`src/rtl/fetch_sequencer.sv`:
```
// Instruction fetch sequencer: walks an 8-bit byte-addressed ROM one word at a time
// into a 2-entry {pc, word} buffer, with redirect, halt-word stop and misalignment trap.
module fetch_sequencer #(
  parameter logic [7:0]  RESET_PC  = 8'h00,
  parameter logic [31:0] HALT_WORD = 32'h0000_0000
) (
  input  logic        clk,
  input  logic        rst_n,
  input  logic        start,
  output logic [7:0]  rom_addr,
  input  logic [31:0] rom_data,
  input  logic        br_valid,
  input  logic [7:0]  br_target,
  output logic        inst_valid,
  input  logic        inst_ready,
  output logic [31:0] inst,
  output logic [7:0]  inst_pc,
  output logic        busy,
  output logic        done,
  output logic        err
);

  // state   | meaning
  // S_IDLE  | waiting for start or redirect
  // S_RUN   | fetching while the buffer has room
  // S_DONE  | halt word fetched, buffer drains
  // S_ERROR | misaligned redirect, held until reset
  localparam logic [1:0] S_IDLE  = 2'd0;
  localparam logic [1:0] S_RUN   = 2'd1;
  localparam logic [1:0] S_DONE  = 2'd2;
  localparam logic [1:0] S_ERROR = 2'd3;

  logic [1:0]  state_q, state_d;
  logic [7:0]  pc_q, pc_d;
  logic [1:0]  cnt_q, cnt_d;
  logic [7:0]  e0_pc_q, e0_pc_d, e1_pc_q, e1_pc_d;
  logic [31:0] e0_word_q, e0_word_d, e1_word_q, e1_word_d;

  logic       xfer;
  logic       redirect;
  logic       br_aligned;
  logic       restart;
  logic       fetch;
  logic [1:0] cnt_pop;

  assign inst_valid = (cnt_q != 2'd0) && (state_q != S_ERROR);
  assign inst       = inst_valid ? e0_word_q : 32'h0;
  assign inst_pc    = inst_valid ? e0_pc_q : 8'h00;
  assign rom_addr   = pc_q;
  assign busy       = (state_q == S_RUN);
  assign done       = (state_q == S_DONE);
  assign err        = (state_q == S_ERROR);

  assign xfer       = inst_valid && inst_ready;
  assign redirect   = br_valid && (state_q != S_ERROR);
  assign br_aligned = (br_target[1:0] == 2'b00);
  assign restart    = start && !redirect && ((state_q == S_IDLE) || (state_q == S_DONE));
  // A full buffer can still accept a fetch when the head leaves on the same edge.
  assign fetch      = (state_q == S_RUN) && !redirect && ((cnt_q != 2'd2) || xfer);

  always_comb begin
    state_d   = state_q;
    pc_d      = pc_q;
    e0_pc_d   = e0_pc_q;
    e0_word_d = e0_word_q;
    e1_pc_d   = e1_pc_q;
    e1_word_d = e1_word_q;
    cnt_pop   = cnt_q - {1'b0, xfer};
    cnt_d     = cnt_pop;

    if (xfer) begin
      e0_pc_d   = e1_pc_q;
      e0_word_d = e1_word_q;
    end

    if (fetch) begin
      if (cnt_pop == 2'd0) begin
        e0_pc_d   = pc_q;
        e0_word_d = rom_data;
      end else begin
        e1_pc_d   = pc_q;
        e1_word_d = rom_data;
      end
      cnt_d = cnt_pop + 2'd1;
      pc_d  = pc_q + 8'd4;
      if (rom_data == HALT_WORD) begin
        state_d = S_DONE;
      end
    end

    // Redirect outranks start; a misaligned target traps with pc held.
    if (redirect) begin
      cnt_d = 2'd0;
      if (br_aligned) begin
        pc_d    = br_target;
        state_d = S_RUN;
      end else begin
        pc_d    = pc_q;
        state_d = S_ERROR;
      end
    end else if (restart) begin
      cnt_d   = 2'd0;
      pc_d    = RESET_PC;
      state_d = S_RUN;
    end
  end

  always_ff @(posedge clk or negedge rst_n) begin
    if (!rst_n) begin
      state_q   <= S_IDLE;
      pc_q      <= RESET_PC;
      cnt_q     <= 2'd0;
      e0_pc_q   <= 8'h00;
      e0_word_q <= 32'h0;
      e1_pc_q   <= 8'h00;
      e1_word_q <= 32'h0;
    end else begin
      state_q   <= state_d;
      pc_q      <= pc_d;
      cnt_q     <= cnt_d;
      e0_pc_q   <= e0_pc_d;
      e0_word_q <= e0_word_d;
      e1_pc_q   <= e1_pc_d;
      e1_word_q <= e1_word_d;
    end
  end

endmodule

```
`config.mk`:
```
export PLATFORM = sky130hd
export DESIGN_NAME = fetch_sequencer
export DESIGN_NICKNAME = d
export VERILOG_FILES = /design/src/rtl/fetch_sequencer.sv
export SDC_FILE = /design/constraint.sdc
export NUM_CORES = 1
export LEC_CHECK = 0
export ABC_AREA = 0
export CAP_MARGIN = 40
export CORE_UTILIZATION = 44
export DETAILED_ROUTE_END_ITERATION = 16
export HOLD_SLACK_MARGIN = 0.12
export PLACE_DENSITY = 0.7
export SLEW_MARGIN = 30
export SYNTH_ARGS = -nofsm -noshare
export SYNTH_HDL_FRONTEND = slang
export SYNTH_SLANG_ARGS = --single-unit
```
`constraint.sdc`:
```
create_clock -name clk -period 8 [get_ports clk]
set_input_delay 1.2 -clock clk [delete_from_list [all_inputs] [get_ports clk]]
set_output_delay 1.2 -clock clk [all_outputs]
set_load 0.005 [all_outputs]
```
==> results of run 1 <==
## logic make-up (layout without fill, tap and decap cells)
logic type	Yosys count	after routing	synth area share (%)
buffers and inverters	28	122	4.256
adders and majority gates	3	3	0.8133
AOI/OAI and AO/OA	71	71	8.864
xor gates and xnor gates	2	2	0.3796
and+or+nand+nor	119	119	13.88
muxes	81	81	21.93
DFF	92	92	49.88
## sequential cells by signal, indices dropped and copies added, names as in the netlist
signal and cells:
cnt_q 2, e0_pc_q 8, e0_word_q 32, e1_pc_q 8
e1_word_q 32, rom_addr 8, state_q 2
## worst min path at each step
stage / endpoint / depth (start not counted)
finish: e1_word_q[22]$_DFFE_PN0P_ / 1
global route: e1_word_q[22]$_DFFE_PN0P_ / 1
CTS: e1_word_q[15]$_DFFE_PN0P_ / 1
detailed placement: e1_word_q[22]$_DFFE_PN0P_ / 1
global placement: e1_word_q[15]$_DFFE_PN0P_ / 1
floorplan: e1_pc_q[0]$_DFFE_PN0P_ / 1
## cells in the final DEF, fill, tap and decap left out, types with 2 or more instances in the layout
cell / count
and2_1: 44
bufinv_16: 2
nor2_1: 46
buf_12: 2
o21ai_0: 6
a211oi_1: 2
clkbuf_8: 11
a21oi_1: 44
nor4b_1: 2
o31ai_1: 2
ha_1: 3
clkbuf_1: 2
mux2i_1: 40
xnor2_1: 2
nand2_1: 5
a31oi_1: 5
mux2_4: 40
clkdlybuf4s50_1: 95
inv_1: 3
a32o_1: 3
nand4_1: 4
nor4_1: 8
buf_4: 4
dfrtp_1: 92
## critical path: stages
cell and delay [ns]:
clkdlybuf4s50_1 0.45, nand2_2 0.07, buf_4 0.58, inv_1 0.11, ha_1 0.22, xnor2_1 0.22, ha_1 0.32, or3b_2 0.47
buf_4 0.37, nor2_1 0.19, a21oi_1 0.05
## cells in the mapped netlist (all sizes together) (2+ instances only)
library cell  count  area [µm²]
o31ai             2       15.01
clkbuf            8       30.03
dfrtp            92        2302
nand2             6       22.52
and2             44       275.3
mux2i            40       400.4
mux2             41       611.8
a31oi             5       31.28
xnor2             2       17.52
buf              17       155.2
a21oi            44       220.2
or3b              2       20.02
nor4              8       50.05
nor4b             2       17.52
ha                3       37.54
a211oi            2       15.01
nand4             4       25.02
a32o              3       30.03
inv               3       11.26
nor2             47       192.7
o21ai             7       35.03
## where the power goes
part           switching, µW  internal (µW)
Clock                    155            194
Sequential               144            687
Combinational            288            473
Total                    587           1350
## stage by stage
step	hold WS, ns	power (µW)	worst slack, ns	utilization (%)	std cells
finish	0.5156	1941	3.915	57.63	626
global route	0.5291	2071	3.662	57.63	626
CTS	0.5204	1959	3.907	57.63	626
detailed placement	0.4964	1603	3.552	55.40	610
global placement	0.4960	1563	3.654	54.75	606
floorplan	0.4812	1328	4.559	-	396
## per-layer routing
| metal | track usage (%) | vias to the layer above | wire length, µm | part of all wire, % |
|---|---|---|---|---|
| li1 | - | 1573 | - | - |
| met1 | 25.30 | 1578 | 4684 | 48 |
| met3 | 4.135 | 9 | 394 | 4.0 |
| met5 | 0 | - | 0 | 0 |
| met4 | 5.000 | 0 | 97 | 0.99 |
| met2 | 30.32 | 77 | 4601 | 47 |
## layout make-up
| type | instances | area share, % |
|---|---|---|
| clock inverter | 3 | 1.167 |
| multi-input combinational | 276 | 36.25 |
| tap | 136 | 2.886 |
| timing repair buffer | 103 | 17.76 |
| sequential | 92 | 39.05 |
| inverter | 3 | 0.1910 |
| clock buffer | 13 | 2.695 |
==> metrics.csv, run 1 <==
metric,value,unit
ys flop type,dfrtp_1,
WL/cell,15.62,µm
CTS clock-pin slew for the worst setup and hold paths,0.08,ns
Setup CP Type,primary input to flip-flop,
leakage power,0.002739,µW
first-pass GRT wire length,16190,µm
antenna violations before repair,0,
post-route ant nets,0,
Filler cells,860,
"Design Area, Final",0.005896,mm²
reg-to-reg setup timing slack,4.38,ns
Vias/cell,5.171,
WP data required,8.20,ns
Placed Area,0.005668,mm²
power density cells,329.2,mW/mm²
"FFs w/ async S/R, synth",100.0,%
Synth Warn #,0,
port bufs,96,
Core ar.,0.01023,mm²
worst-margin pin slew,0.7688,ns
CTS Buf Count,9,
Hold WC Path Type,flip-flop to flip-flop,
Final Routed Wirelength,9777,µm
Slew HR,48.75,%
clock latency on the worst-skew pair,0.35,ns
layout cells sized above 1,13.88,%
syn_area_per_cell,11.66,µm²
multi-input combinational cell area,0.002137,mm²
postcts setup bufs,0,
post-route clock skew,0.009183,ns
CP endpoint kind,flip-flop,
Tot GR Track Use,18.72,%
Synth-to-Final Area Change,27.73,%
Final Hold Fails,0,
"EDFF count, synth",0,
IO Count,97,
Max Root-Sink Buffers,2,
fin crit period,4.085,ns
grt ovf,0,
Hold Buf Count CTS,0,
final worst path period share,51.06,%
Post-DP HPWL,6698,µm
DRC,0,
syn nets,444,
max-slew violations,0,
FF-to-FF Start,state_q[0]$_DFFE_PN0P_,
RSZ-0062 raised after global routing,false,
Post-Synthesis Cells,396,
Root Buffer,clkbuf_8,
worst setup path endpoint,e0_word_q[21]$_DFF_PN0_,
# nets final,533,
TritonCTS clock tree,done,
DRT iter0 DRCs,111,
htree depth,3,
Worst setup SP type,primary input,
Die Y,104.4,µm
critical-path maximum fanout,80,
#FFs+latches synth,92,
R2R Path End,e0_word_q[21]$_DFF_PN0_,
RD Place Congestion,0.7592,
worst hold start,e1_word_q[22]$_DFFE_PN0P_,
setup_tns,0,ns
setup violators final,0,
# diodes,0,
post-synthesis sequential area ratio,49.88,%
largest net degree at the start of global routing,81,
Worst VDD drop,0.0001518,V
sequential cell area,0.002302,mm²
Clock Sinks,92,
Critical Path Start,inst_ready,
via count,3237,
status,"complete, no violations",
Die ar.,0.01090,mm²
vias in the first global route,3269,
Peak Freq,244.8,MHz
post-synthesis cell area,0.004616,mm²
row cnt,37,
synth unique cells,43,
CP Data Arrival Time,4.28,ns
initial core utilization,45.11,%
R2R depth,11,
First-pass DRT Iterations,4,
Max-Cap Viols,0,
post-CTS sizing,0,
Die X,104.4,µm
Power figures use the tool's default switching activity.
==> run 2, diff against run 1 <==
--- a/config.mk
+++ b/config.mk
@@ -10,7 +10,7 @@
 export CORE_UTILIZATION = 44
 export DETAILED_ROUTE_END_ITERATION = 16
 export HOLD_SLACK_MARGIN = 0.12
-export PLACE_DENSITY = 0.7
+export PLACE_DENSITY = 0.73
 export SLEW_MARGIN = 30
 export SYNTH_ARGS = -nofsm -noshare
 export SYNTH_HDL_FRONTEND = slang
==> constraint.sdc (replaced) <==
create_clock -name clk -period 3.4 [get_ports clk]
set_input_delay 0.51 -clock clk [delete_from_list [all_inputs] [get_ports clk]]
set_output_delay 0.51 -clock clk [all_outputs]
set_load 0.005 [all_outputs]
==> metrics.csv, run 2 (synthesis gave the netlist of run 1 again) <==
metric,value,unit
CP max stage delay,0.52,ns
htree depth,3,
Worst VDD drop,0.0003612,V
cells along the critical path,"a2bb2oi_4, buf_4, and2_1, clkdlybuf4s50_1",
CP endpoint kind,primary output,
Tot GR Track Use,19.24,%
family with the most delay on the worst path,buffers and inverters,
WL/cell,15.75,µm
Die X,104.4,µm
Peak Freq,367.9,MHz
max-slew violations,0,
fin crit period,2.718,ns
CTS Buf Count,9,
"most common cell after layout, fill and taps aside",clkdlybuf4s50_1,
Vias/cell,5.147,
layout cells sized above 1,14.46,%
Hold WC Path Type,primary input to async pin,
grt ovf,0,
via count,3227,
first-pass GRT wire length,16730,µm
final worst path period share,79.95,%
Hold Buf Count CTS,0,
power density cells,775.8,mW/mm²
Final Hold Fails,0,
Setup CP Type,flip-flop to primary output,
R2R Path End,e0_word_q[18]$_DFF_PN0_,
post-CTS sizing,0,
Final Routed Wirelength,9878,µm
Slew HR,51.55,%
IO Count,97,
worst path bufs/invs,2,
Largest regs,"e0_word_q x32, e1_word_q x32",
Die Y,104.4,µm
Max-Cap Viols,0,
DRC,0,
antenna violations before repair,0,
CP Data Arrival Time,2.21,ns
postcts setup bufs,0,
setup_tns,0,ns
port bufs,96,
worst-margin pin slew,0.7267,ns
Root Buffer,clkbuf_8,
critical-path maximum fanout,41,
status,"complete, no violations",
clock latency on the worst-skew pair,0.36,ns
final core utilization,57.44,%
CTS clock-pin slew for the worst setup and hold paths,0.09,ns
largest net degree at the start of global routing,52,
setup violators final,0,
worst hold margin,0.1636,ns
most frequent cells in the layout,"clkdlybuf4s50_1 (95), dfrtp_1 (92), nor2_1 (46), and2_1 (44), a21oi_1 (44)",
Core ar.,0.01023,mm²
reg-to-reg setup timing slack,0.73,ns
First-pass DRT Iterations,6,
post-route clock skew,0.007475,ns
Worst setup SP type,flip-flop,
Post-DP HPWL,6604,µm
RSZ-0062 raised after global routing,false,
post-route ant nets,0,
leakage power,0.002728,µW
# nets final,534,
WP data required,2.89,ns
Clock Sinks,92,
TritonCTS clock tree,done,
DRT iter0 DRCs,113,
crit path max-delay cell type,dfrtp_1,
Die ar.,0.01090,mm²
vias in the first global route,3332,
Max Root-Sink Buffers,2,
FF-to-FF Start,state_q[0]$_DFFE_PN0P_,
initial core utilization,45.11,%
# diodes,0,
R2R depth,10,
row cnt,37,
RD Place Congestion,0.9030,
Synth-to-Final Area Change,27.32,%
[run 2: final cells by class]
type	instances	area, µm²
multi-input combinational	276	2137
clock buffer	10	137.6
timing repair buffer	104	1031
clock inverter	6	87.58
fill	853	4354
tap	136	170.2
sequential	92	2302
inverter	3	11.26
[run 2: worst max path at each step]
stage	end	from	slack, ns	cells past startpoint
final	inst[30]	state_q[0]$_DFFE_PN0P_	0.68	4
after global routing	e0_word_q[21]$_DFF_PN0_	state_q[0]$_DFFE_PN0P_	0.52	10
after CTS	inst[30]	state_q[0]$_DFFE_PN0P_	0.68	4
after detailed placement	e0_word_q[11]$_DFF_PN0_	inst_ready	0.46	10
after global placement	e0_word_q[1]$_DFF_PN0_	inst_ready	0.48	10
after floorplan	e0_pc_q[5]$_DFF_PN0_	state_q[0]$_DFFE_PN0P_	0.52	13
[run 2: stage by stage]
stage	total power [µW]	worst slack, ns	area (µm²)	instances
floorplan	3125	0.5223	4616	396
global placement	3698	0.4800	5652	611
detailed placement	3767	0.4550	5652	611
CTS	4590	0.6786	5877	627
global route	4864	0.5195	5877	627
finish	4560	0.6816	5877	627
[run 2: power by group]
| part | total (µW) | leakage [µW] | internal [µW] | switching, µW |
|---|---|---|---|---|
| clock | 814 | 0.000105 | 433 | 382 |
| combinational | 1790 | 0.00152 | 1110 | 679 |
| sequential | 1960 | 0.00110 | 1610 | 345 |
[run 2: metal layers]
metal,up-vias,global-route usage [%],wire length [µm]
met5,-,0,0
met4,0,6.122,114
met3,12,3.759,514
met2,102,29.38,4520
met1,1544,27.51,4729
li1,1569,-,-
==> run 3, diff against run 2 <==
--- a/config.mk
+++ b/config.mk
@@ -10,7 +10,7 @@
 export CORE_UTILIZATION = 44
 export DETAILED_ROUTE_END_ITERATION = 16
 export HOLD_SLACK_MARGIN = 0.12
-export PLACE_DENSITY = 0.73
+export PLACE_DENSITY = 0.7
 export SLEW_MARGIN = 30
 export SYNTH_ARGS = -nofsm -noshare
 export SYNTH_HDL_FRONTEND = slang
==> constraint.sdc (replaced) <==
create_clock -name clk -period 2.7 [get_ports clk]
set_input_delay 0.405 -clock clk [delete_from_list [all_inputs] [get_ports clk]]
set_output_delay 0.405 -clock clk [all_outputs]
set_load 0.005 [all_outputs]
==> metrics.csv, run 3 (synthesis gave the netlist of run 1 again) <==
metric,value,unit
Root Buffer,clkbuf_8,
grt ovf,0,
Final Hold Fails,0,
CP max stage delay,0.51,ns
post-route clock skew,0.009542,ns
final worst setup slack,0.1773,ns
Worst setup SP type,flip-flop,
largest net degree at the start of global routing,48,
pre-CTS WS,0.09355,ns
port bufs,96,
Clock Sinks,92,
cells along the critical path,"a2bb2oi_4, buf_4, and2_1, clkdlybuf4s50_1",
Die X,104.4,µm
CP endpoint kind,primary output,
worst hold margin,0.5188,ns
Peak Freq,396.4,MHz
Filler cells,891,
WL/cell,15.92,µm
Hold WC Path Type,flip-flop to flip-flop,
postcts setup bufs,0,
DRC,0,
Tot GR Track Use,19.32,%
power density cells,960.4,mW/mm²
Setup CP Type,flip-flop to primary output,
IO Count,97,
post-CTS sizing,0,
Die ar.,0.01090,mm²
setup_tns,0,ns
leakage power,0.002762,µW
row cnt,37,
Non-Filler Instances,634,
family with the most delay on the worst path,buffers and inverters,
First-pass DRT Iterations,4,
Synth-to-Final Area Change,28.49,%
multi-input combinational cell area,0.002137,mm²
Worst VDD drop,0.0004161,V
status,"complete, no violations",
initial core utilization,45.11,%
WP data required,2.30,ns
Post-DP HPWL,6815,µm
# diodes,0,
CTS clock-pin slew for the worst setup and hold paths,0.10,ns
Max Root-Sink Buffers,2,
Vias/cell,5.189,
RD Place Congestion,0.7580,
fin crit period,2.523,ns
antenna violations before repair,0,
placed cells,617,
Largest regs,"e0_word_q x32, e1_word_q x32",
crit path max-delay cell type,clkdlybuf4s50_1,
clock latency on the worst-skew pair,0.36,ns
TritonCTS clock tree,done,
RSZ-0062 raised after global routing,false,
worst-margin pin slew,0.7390,ns
first-pass GRT wire length,16790,µm
Hold Buf Count CTS,1,
vias in the first global route,3409,
via count,3290,
max-slew violations,0,
final worst path period share,93.43,%
most frequent cells in the layout,"clkdlybuf4s50_1 (95), dfrtp_1 (92), nor2_1 (46), and2_1 (44), a21oi_1 (44)",
CP Data Arrival Time,2.12,ns
DRT iter0 DRCs,120,
Final Routed Wirelength,10090,µm
sequential cell area,0.002302,mm²
Max-Cap Viols,0,
CTS Buf Count,9,
Core ar.,0.01023,mm²
htree depth,3,
setup violators final,0,
post-route ant nets,0,
Slew HR,50.73,%
critical-path maximum fanout,41,
worst path bufs/invs,2,
layout cells sized above 1,15.26,%
Die Y,104.4,µm
# nets final,541,
"most common cell after layout, fill and taps aside",clkdlybuf4s50_1,
==> run 3: cell count changes in the layout (fill, tap and decap cells not counted) <==
cell / before / now
clkbuf_1: 0 / 1
clkbuf_8: 10 / 9
buf_4: 8 / 12
clkinvlp_4: 3 / 1
inv_8: 0 / 1
inv_6: 0 / 2
dlygate4sd3_1: 0 / 1
bufinv_16: 2 / 1
buf_12: 1 / 3
==> run 3: final timing paths <==
path / from / end / slack (ns) / depth (start not counted)
setup reg to reg: cnt_q[0]$_DFF_PN0_ / e0_word_q[2]$_DFF_PN0_ / 0.33 / 10
min in group asynchronous: rst_n / e1_word_q[10]$_DFFE_PN0P_ / 0.59 / 2
hold reg to reg: e1_pc_q[3]$_DFFE_PN0P_ / e1_pc_q[3]$_DFFE_PN0P_ / 0.52 / 1
setup / recovery: state_q[1]$_DFFE_PN0P_ / inst_pc[7] / 0.18 / 4
max in group asynchronous: rst_n / e1_pc_q[4]$_DFFE_PN0P_ / 1.44 / 3
hold / removal: e1_pc_q[3]$_DFFE_PN0P_ / e1_pc_q[3]$_DFFE_PN0P_ / 0.52 / 1
==> run 3: stage by stage <==
step / util (%) / total power [µW] / instance area [µm²]
after floorplan: - / 3944 / 4623
after global routing: 57.97 / 6079 / 5931
after CTS: 57.97 / 5748 / 5931
final: 57.97 / 5696 / 5931
after global placement: 55.93 / 4698 / 5722
after detailed placement: 55.93 / 4782 / 5722
==> run 3: final cells by class <==
| type | instances | share of cell area [%] |
|---|---|---|
| clock buffer | 10 | 2.152 |
| clock inverter | 6 | 1.203 |
| inverter | 3 | 0.1899 |
| multi-input combinational | 276 | 36.03 |
| sequential | 92 | 38.82 |
| tap | 136 | 2.869 |
| timing repair buffer | 111 | 18.73 |
==> run 3: routing by layer <==
layer / vias to the layer above / share of wire [%] / GRT usage (%)
met5: - / 0 / 0
met4: 0 / 1.5 / 6.020
met3: 14 / 4.0 / 3.383
met2: 83 / 47 / 30.84
met1: 1608 / 48 / 26.75
li1: 1585 / - / -
==> run 3: report_power, final <==
part / internal, µW / switching, µW
Clock: 440 / 498
Combinational: 1430 / 871
Sequential: 2030 / 429
